## src/rtl/soc_mem_pkg.sv

```systemverilog
// Shared types for the SRAM-backed responders on the core's memory ports.
package soc_mem_pkg;

  // Width of the wait-state down-counter; bounds WaitStates to 0..7.
  localparam int WS_CNT_W = 3;

  typedef enum logic {
    IDLE = 1'b0,
    WAIT = 1'b1
  } resp_state_e;

  // Attributes of the granted request, carried to the response cycle.
  typedef struct packed {
    logic read;
    logic err;
  } rsp_flags_t;

endpackage

```

## src/rtl/obi_addr_dec.sv

```systemverilog
// Combinational window decode: flags requests outside the SRAM window or with
// no byte enables so the responder can error them without touching the SRAM.
module obi_addr_dec #(
  parameter logic [31:0] BaseAddr = 32'h1000_0000,
  parameter int          SramAw   = 10
) (
  input  logic [31:0] addr,
  input  logic [3:0]  be,
  output logic        hit,
  output logic        bad
);

  // Window is 4*2^SramAw bytes; BaseAddr is aligned to it, so a mask compare suffices.
  localparam logic [31:0] WinMask = ~((32'd4 << SramAw) - 32'd1);

  assign hit = ((addr & WinMask) == BaseAddr);
  assign bad = !hit || (be == 4'h0);

endmodule

```

## src/rtl/obi_sram_responder.sv

```systemverilog
// Data-port responder: decodes one SRAM window, inserts WaitStates cycles
// before gnt, strobes a 1-cycle-latency SRAM and returns rvalid one cycle
// after every grant.
module obi_sram_responder
  import soc_mem_pkg::*;
#(
  parameter int          SramAw     = 10,
  parameter logic [31:0] BaseAddr   = 32'h1000_0000,
  parameter int          WaitStates = 0
) (
  input  logic              clk_i,
  input  logic              rst_i,
  input  logic              data_req_i,
  output logic              data_gnt_o,
  output logic              data_rvalid_o,
  input  logic              data_we_i,
  input  logic [3:0]        data_be_i,
  input  logic [31:0]       data_addr_i,
  input  logic [31:0]       data_wdata_i,
  output logic [31:0]       data_rdata_o,
  output logic              data_err_o,
  output logic              sram_en_o,
  output logic              sram_we_o,
  output logic [3:0]        sram_be_o,
  output logic [SramAw-1:0] sram_addr_o,
  output logic [31:0]       sram_wdata_o,
  input  logic [31:0]       sram_rdata_i
);

  if (WaitStates < 0 || WaitStates > (1 << WS_CNT_W) - 1) begin : g_ws_range
    $error("obi_sram_responder: WaitStates must be in 0..7");
  end

  // The IDLE cycle that sees req counts as the first wait cycle.
  localparam logic [WS_CNT_W-1:0] WsLoad =
    (WaitStates > 0) ? WS_CNT_W'(WaitStates - 1) : '0;

  resp_state_e         state_q, state_d;
  logic [WS_CNT_W-1:0] cnt_q, cnt_d;
  rsp_flags_t          flags_q;
  logic                rvalid_q;
  logic                gnt;
  logic                hit;
  logic                bad;

  obi_addr_dec #(
    .BaseAddr(BaseAddr),
    .SramAw  (SramAw)
  ) u_dec (
    .addr(data_addr_i),
    .be  (data_be_i),
    .hit (hit),
    .bad (bad)
  );

  // Next-state and grant: bad requests skip the wait states entirely.
  always_comb begin
    state_d = state_q;
    cnt_d   = cnt_q;
    gnt     = 1'b0;
    unique case (state_q)
      IDLE: begin
        if (data_req_i) begin
          if (bad || WaitStates == 0) begin
            gnt = 1'b1;
          end else begin
            cnt_d   = WsLoad;
            state_d = WAIT;
          end
        end
      end
      WAIT: begin
        if (!data_req_i) begin
          // Requester withdrew before grant: abandon without an access.
          state_d = IDLE;
          cnt_d   = '0;
        end else if (cnt_q == '0) begin
          gnt     = 1'b1;
          state_d = IDLE;
        end else begin
          cnt_d = cnt_q - 1'b1;
        end
      end
      default: state_d = IDLE;
    endcase
  end

  // Nothing is granted or strobed while reset is held.
  assign data_gnt_o   = gnt && !rst_i;
  assign sram_en_o    = data_gnt_o && !bad;
  assign sram_we_o    = sram_en_o && data_we_i;
  assign sram_be_o    = data_we_i ? data_be_i : 4'hF;
  assign sram_addr_o  = data_addr_i[SramAw+1:2];
  assign sram_wdata_o = data_wdata_i;

  // State, wait counter and the response pipeline stage.
  always_ff @(posedge clk_i) begin
    if (rst_i) begin
      state_q  <= IDLE;
      cnt_q    <= '0;
      rvalid_q <= 1'b0;
      flags_q  <= '0;
    end else begin
      state_q      <= state_d;
      cnt_q        <= cnt_d;
      rvalid_q     <= data_gnt_o;
      flags_q.read <= data_gnt_o && !data_we_i;
      flags_q.err  <= data_gnt_o && bad;
    end
  end

  // Flags are zero outside a response cycle, so rdata idles at zero too.
  assign data_rvalid_o = rvalid_q;
  assign data_err_o    = flags_q.err;
  assign data_rdata_o  = (flags_q.read && !flags_q.err) ? sram_rdata_i : 32'h0;

endmodule
```

## config.mk

```make
export PLATFORM = sky130hd
export DESIGN_NAME = obi_sram_responder
export DESIGN_NICKNAME = d
export VERILOG_FILES = /design/src/rtl/soc_mem_pkg.sv /design/src/rtl/obi_addr_dec.sv /design/src/rtl/obi_sram_responder.sv
export SDC_FILE = /design/constraint.sdc
export NUM_CORES = 1
export LEC_CHECK = 0
export ABC_AREA = 1
export CAP_MARGIN = 5
export CORE_MARGIN = 3
export CORE_UTILIZATION = 21
export DETAILED_ROUTE_END_ITERATION = 8
export GPL_ROUTABILITY_DRIVEN = 0
export PLACE_DENSITY_LB_ADDON = 0.25
export SLEW_MARGIN = 20
export SYNTH_ARGS = -nofsm -noshare
export SYNTH_HDL_FRONTEND = slang
export SYNTH_HIERARCHICAL = 1
export SYNTH_SLANG_ARGS = --single-unit
```

## constraint.sdc

```tcl
create_clock -name clk_i -period 1.42 [get_ports clk_i]
set_input_delay 0.284 -clock clk_i [delete_from_list [all_inputs] [get_ports clk_i]]
set_output_delay 0.284 -clock clk_i [all_outputs]
set_load 0.02 [all_outputs]
```

==> results.toml, run 1 <==
[logic_synthesis]
synthCells = 178
ys_warn_count = 6
syn_area_per_cell_um2 = 5.743
syn_area_mm2 = 0.001022
synth_nets = 284

[drt]
drcViolationCount = 0
wl_per_cell_um = 9.371
num_vias = 1168
wl_met2_um = 1345
topRoutingLayerUsed = "met4"
detail_route.iter0.violations = 32
wl_um = 2980
antenna_left = 0
drtPass1Iterations = 4
wl_met1_um = 1123
wl_met3_um = 503
post_drt_via_cell_ratio = 3.673

[placement]
dp_hpwl_um = 2460
portBuffers = 100
pre_cts_ws_ns = -0.8320
dp_cells = 308

[floorplan]
die_h_um = 75.77
core_area_mm2 = 0.004534
dieArea_mm2 = 0.005741
io_pins = 187
die_width_um = 75.77
rows = 24
start_util_pct = 22.54

[timing]
max_slew_margin_pct = 84.58
setup_slack_ns = -0.1528
max_freq_ghz = 0.6358
finalSetupViolCount = 3
fin_crit_ns = 1.573
worstMarginPinSlew_ns = 0.2323
drv_slew = 0
rsz0062_at_grt = "true"
tns_ns = -0.3220
finalHoldViolations = 0
clock_skew_ns = 0.003344
post-route-period-util_pct = 110.8

[cells_and_area]
fin_util_pct = 40.01
final_common_cell = "nor2_1"
nFillCells = 521
fin_nets = 360
layout_common_cells = "nor2_1 (44), inv_1 (38), clkdlybuf4s50_1 (34)"
layout-drive-gt1-share_pct = 32.81
area_growth_pct = 77.48
stdcell_count = 318
diodes = 0

[clock_tree]
clock_path_buffers = 2
clk_root_buffer_cell = "clkbuf_8"
h-tree-depth = 1
numCtsBuffers = 3
clock_latency_ns = 0.22
clkTransAtPathRegs_ns = 0.04
cts_sinks = 7
cts_tree = "done"

[critical_path]
crit_chain = "inv_2, ha_4, nand2_4, nand2_4, nand3_4, nor3_2, buf_4"
worst-path-buf-inv = 2
cp_max_fo = 4
crit_top_cell = "nand2_4"
cp_data_arrival_time_ns = 1.29
path_class = "register to output port"
worstRegToRegCells = 9
r2r_end = "cnt_q[2]"
reg2reg_slack_ns = 0.19
slowest_delay_ns = 0.31
worstPathRequired_ns = 1.14
endpoint_kind = "output port"
worst_path_max_delay_cell = "dfxtp_2"
start_kind = "register"
critical_path.top_delay_family = "simple AND/OR/NAND/NOR gates"
r2r_start = "cnt_q[0]"

[min_path]
worstHoldEndpoint = "flags_q[1]"
min_from = "data_we_i"
hold_class = "input pin to register"
holdPathStages = 2

[flow_run]
max-cap-violations = 0

[global_route]
grt_max_degree = 33
antenna_found_initial = 0
grt_pass1_vias = 991
globalRouteTotalUtil_pct = 8.951
grt_pass1_wl_um = 4050
overflow = 0

[pwr]
ir_drop_mv = 0.3059
p_leak_nw = 1.055
power_density_mw_per_mm2 = 429.0
power.total_mw = 0.7782

[outcome]
failed_checks = "negative setup slack"
status = "finished with violations"
worst reg2reg max path: stages (launching register included):
cell	delay (ns)
dfxtp_2	0.32
inv_2	0.05
buf_4	0.12
buf_4	0.12
ha_1	0.20
inv_1	0.05
nand2_1	0.04
nand2_1	0.05
nand3_1	0.09
a21oi_2	0.11
power by group:
part / internal (mW) / switching (mW) / total (mW)
logic: 0.181 / 0.124 / 0.306
registers: 0.202 / 0.00112 / 0.203
clock network: 0.193 / 0.0764 / 0.270
total: 0.576 / 0.202 / 0.778
worst max path at each step:
stage                         start   endpoint  slack (ns)  cells after the start
floorplan                  cnt_q[0]  sram_en_o       0.009                      6
global placement    data_addr_i[21]  sram_we_o       -0.80                      7
detailed placement  data_addr_i[21]  sram_we_o       -0.83                      7
CTS                        cnt_q[1]  sram_we_o       -0.17                      7
global route               cnt_q[0]  sram_we_o       -0.22                      7
finish                     cnt_q[0]  sram_we_o       -0.15                      7
final cells by class:
type	instances	area, um^2	share of cell area [%]
clock buffer	4	45.04	2.483
inverter	44	165.2	9.103
multi-input combinational	82	429.2	23.66
sequential	7	142.6	7.862
tap	65	81.33	4.483
timing repair buffer	116	950.9	52.41
timing repair:
action,in CTS,in global routing
pin swaps,21,5
buffers inserted,5,1
hold buffers,0,0
gates resized for setup,202,17
setup endpoints to repair,41,12
cloned,0,0
metal layers:
| layer | up-vias | track usage (%) |
|---|---|---|
| li1 | 610 | - |
| met1 | 463 | 8.777 |
| met2 | 93 | 16.35 |
| met3 | 2 | 4.485 |
| met4 | 0 | 2.718 |
| met5 | - | 0 |
state kept, by name, summed over array words and instances, names as in the netlist:
signal	cells
state_q	1
data_err_o	1
cnt_q	3
flags_q	1
data_rvalid_o	1
per-stage QoR:
step           cell area (um^2)  hold slack [ns]
6_report                   1814           0.3992
4_1_cts                    1762           0.3937
3_5_place_dp               1862           0.4487
5_1_grt                    1814           0.4044
3_3_place_gp               1862           0.4493
2_1_floorplan              1022           0.3464
Power figures use the tool's default switching activity.
==> run 2: changes to the inputs <==
Settings changed: GPL_ROUTABILITY_DRIVEN 0 to unset.
==> results of run 2 <==
Final layout, timing and power as in run 1 (identical DEF).
==> run 3: changes to the inputs <==
Settings changed: CORE_UTILIZATION 21 to 19, CTS_BUF_LIST set to sky130_fd_sc_hd__clkbuf_4 sky130_fd_sc_hd__clkbuf_8, HOLD_SLACK_MARGIN set to 0.1.
Clock period 1.42 ns to 1.3 ns, I/O delays scaled along.
==> run 3 against run 2 <==
Net effect:
- the run still ends with negative setup slack left
- die area grew 9.7%
- critical path depth up 1
- register-to-register slack got worse by 0.08 ns
- utilization grew 9.0 points
- sequential share of layout area decreased by 2.1 points
- hold slack lost 0.039 ns
- clock-buffer cell count is the same
- cell count grew 7.2%
- routed wire length is 46% higher
- largest cell class unchanged
==> results.toml, run 3 (same netlist as run 1, synthesis figures left out) <==
[outcome]
failed_checks = "negative setup slack"
status = "finished with violations"

[drt]
num_vias = 1324
antenna_left = 0
detail_route.iter0.violations = 12
wl_per_cell_um = 12.79
wl_um = 4361
drcViolationCount = 0
post_drt_via_cell_ratio = 3.883
drtPass1Iterations = 3

[timing]
finalSetupViolCount = 35
rsz0062_at_grt = "true"
clock_skew_ns = 0.0005130
finalHoldViolations = 0
max_slew_margin_pct = 85.63
drv_slew = 0
post-route-period-util_pct = 120.2
fin_crit_ns = 1.563
worstMarginPinSlew_ns = 0.2165
holdWs_ns = 0.3600
max_freq_ghz = 0.6400
setup_slack_ns = -0.2625

[global_route]
overflow = 0
globalRouteTotalUtil_pct = 12.48
grt_pass1_vias = 1330
grt_pass1_wl_um = 6237
grt_max_degree = 9
antenna_found_initial = 0

[floorplan]
die_width_um = 79.35
dieArea_mm2 = 0.006296
rows = 26
start_util_pct = 19.89
core_area_mm2 = 0.005140
die_h_um = 79.35
io_pins = 187

[clock_tree]
clock_path_buffers = 2
clock_latency_ns = 0.23
numCtsBuffers = 3
clk_root_buffer_cell = "clkbuf_8"
cts_hold_buffers = 0
cts_tree = "done"
clkTransAtPathRegs_ns = 0.04
cts_sinks = 7
h-tree-depth = 1

[cells_and_area]
seq_area_um2 = 145.1
layout_common_cells = "buf_6 (43), inv_1 (39), clkdlybuf4s50_1 (34)"
fin_util_pct = 49.05
diodes = 0
area_growth_pct = 146.6
layout-drive-gt1-share_pct = 52.77
top_register = "cnt_q"
multi_input_area_um2 = 696.9
fin_nets = 378
largest_reg_flops = 3
final_common_cell = "buf_6"
nFillCells = 521

[critical_path]
slowest_delay_ns = 0.31
start_kind = "register"
worstRegToRegCells = 9
cp_data_arrival_time_ns = 1.30
path_class = "register to output port"
worstPathRequired_ns = 1.04
endpoint_kind = "output port"
worst-path-buf-inv = 4
critical_path.top_delay_family = "buffers and inverters"
cp_max_fo = 4
worst_path_max_delay_cell = "dfxtp_2"
crit_chain = "inv_2, ha_4, nand2_4, nand2_4, nand3_4, buf_4, inv_1, buf_4"
path_depth = 8

[placement]
gp_congestion = 0.7897
portBuffers = 100
dp_hpwl_um = 2837

[pwr]
p_leak_nw = 1.226
power_density_mw_per_mm2 = 413.8
ir_drop_mv = 0.6391

[flow_run]
max-cap-violations = 0

[min_path]
hold_class = "input pin to register"
holdPathStages = 2
run 3: cell types whose count changed in the layout (fill, tap and decap cells not counted), sizes merged:
cell	previous run	this run
buf	55	75
clkbuf	4	8
clkdlybuf4s15	4	7
dlygate4sd2	23	14
run 3: worst paths after layout:
path              slack (ns)  startpoint          to
hold reg to reg         0.48    cnt_q[0]    cnt_q[0]
setup reg to reg        0.11    cnt_q[1]    cnt_q[2]
hold / removal          0.36   data_we_i  flags_q[1]
setup / recovery       -0.26    cnt_q[1]  data_gnt_o
run 3: routing by layer:
metal	share of wire (%)	vias to the layer above	routed length [um]	GRT usage (%)
met5	0	-	0	0
met4	1.7	0	76	4.124
met3	9.8	12	429	4.195
met2	53	83	2297	22.64
met1	36	574	1558	13.49
li1	-	655	-	-
run 3: area by class of cell:
cell class                 count  area share [%]
sequential                     7           5.757
tap                           70           3.474
timing repair buffer         134           54.54
inverter                      44           6.650
clock buffer                   4           1.935
multi-input combinational     82           27.64
run 3: worst reg2reg max path: cells and delay by family, from the launching register on:
family	cells	cell delay [ns]
flip-flops	1	0.32
AND/OR/NAND/NOR	3	0.19
AO/OA/AOI/OAI	1	0.12
adder cells (fa/ha/maj)	1	0.16
buffers and inverters	4	0.34
run 3: what timing repair did:
item	4_1_cts	5_1_grt
cloned	3	0
pin swaps	18	19
buffers inserted	17	2
setup endpoints to repair	41	36
gates resized for setup	323	49
run 3: through the flow:
stage,power (mW),instances,worst slack (ns),setup TNS [ns],cell area (um^2)
after floorplan,0.5274,178,0.008463,0,1057
after CTS,1.026,339,-0.2742,-4.671,2372
after global routing,1.099,341,-0.3313,-5.738,2521
after detailed placement,0.6104,315,-0.9524,-18.76,1918
final,1.043,341,-0.2625,-4.003,2521
after global placement,0.6096,315,-0.9493,-18.69,1918
run 3: power by group:
part,switching [mW],internal (mW)
Clock,0.0926,0.233
Combinational,0.212,0.281
Sequential,0.00369,0.221
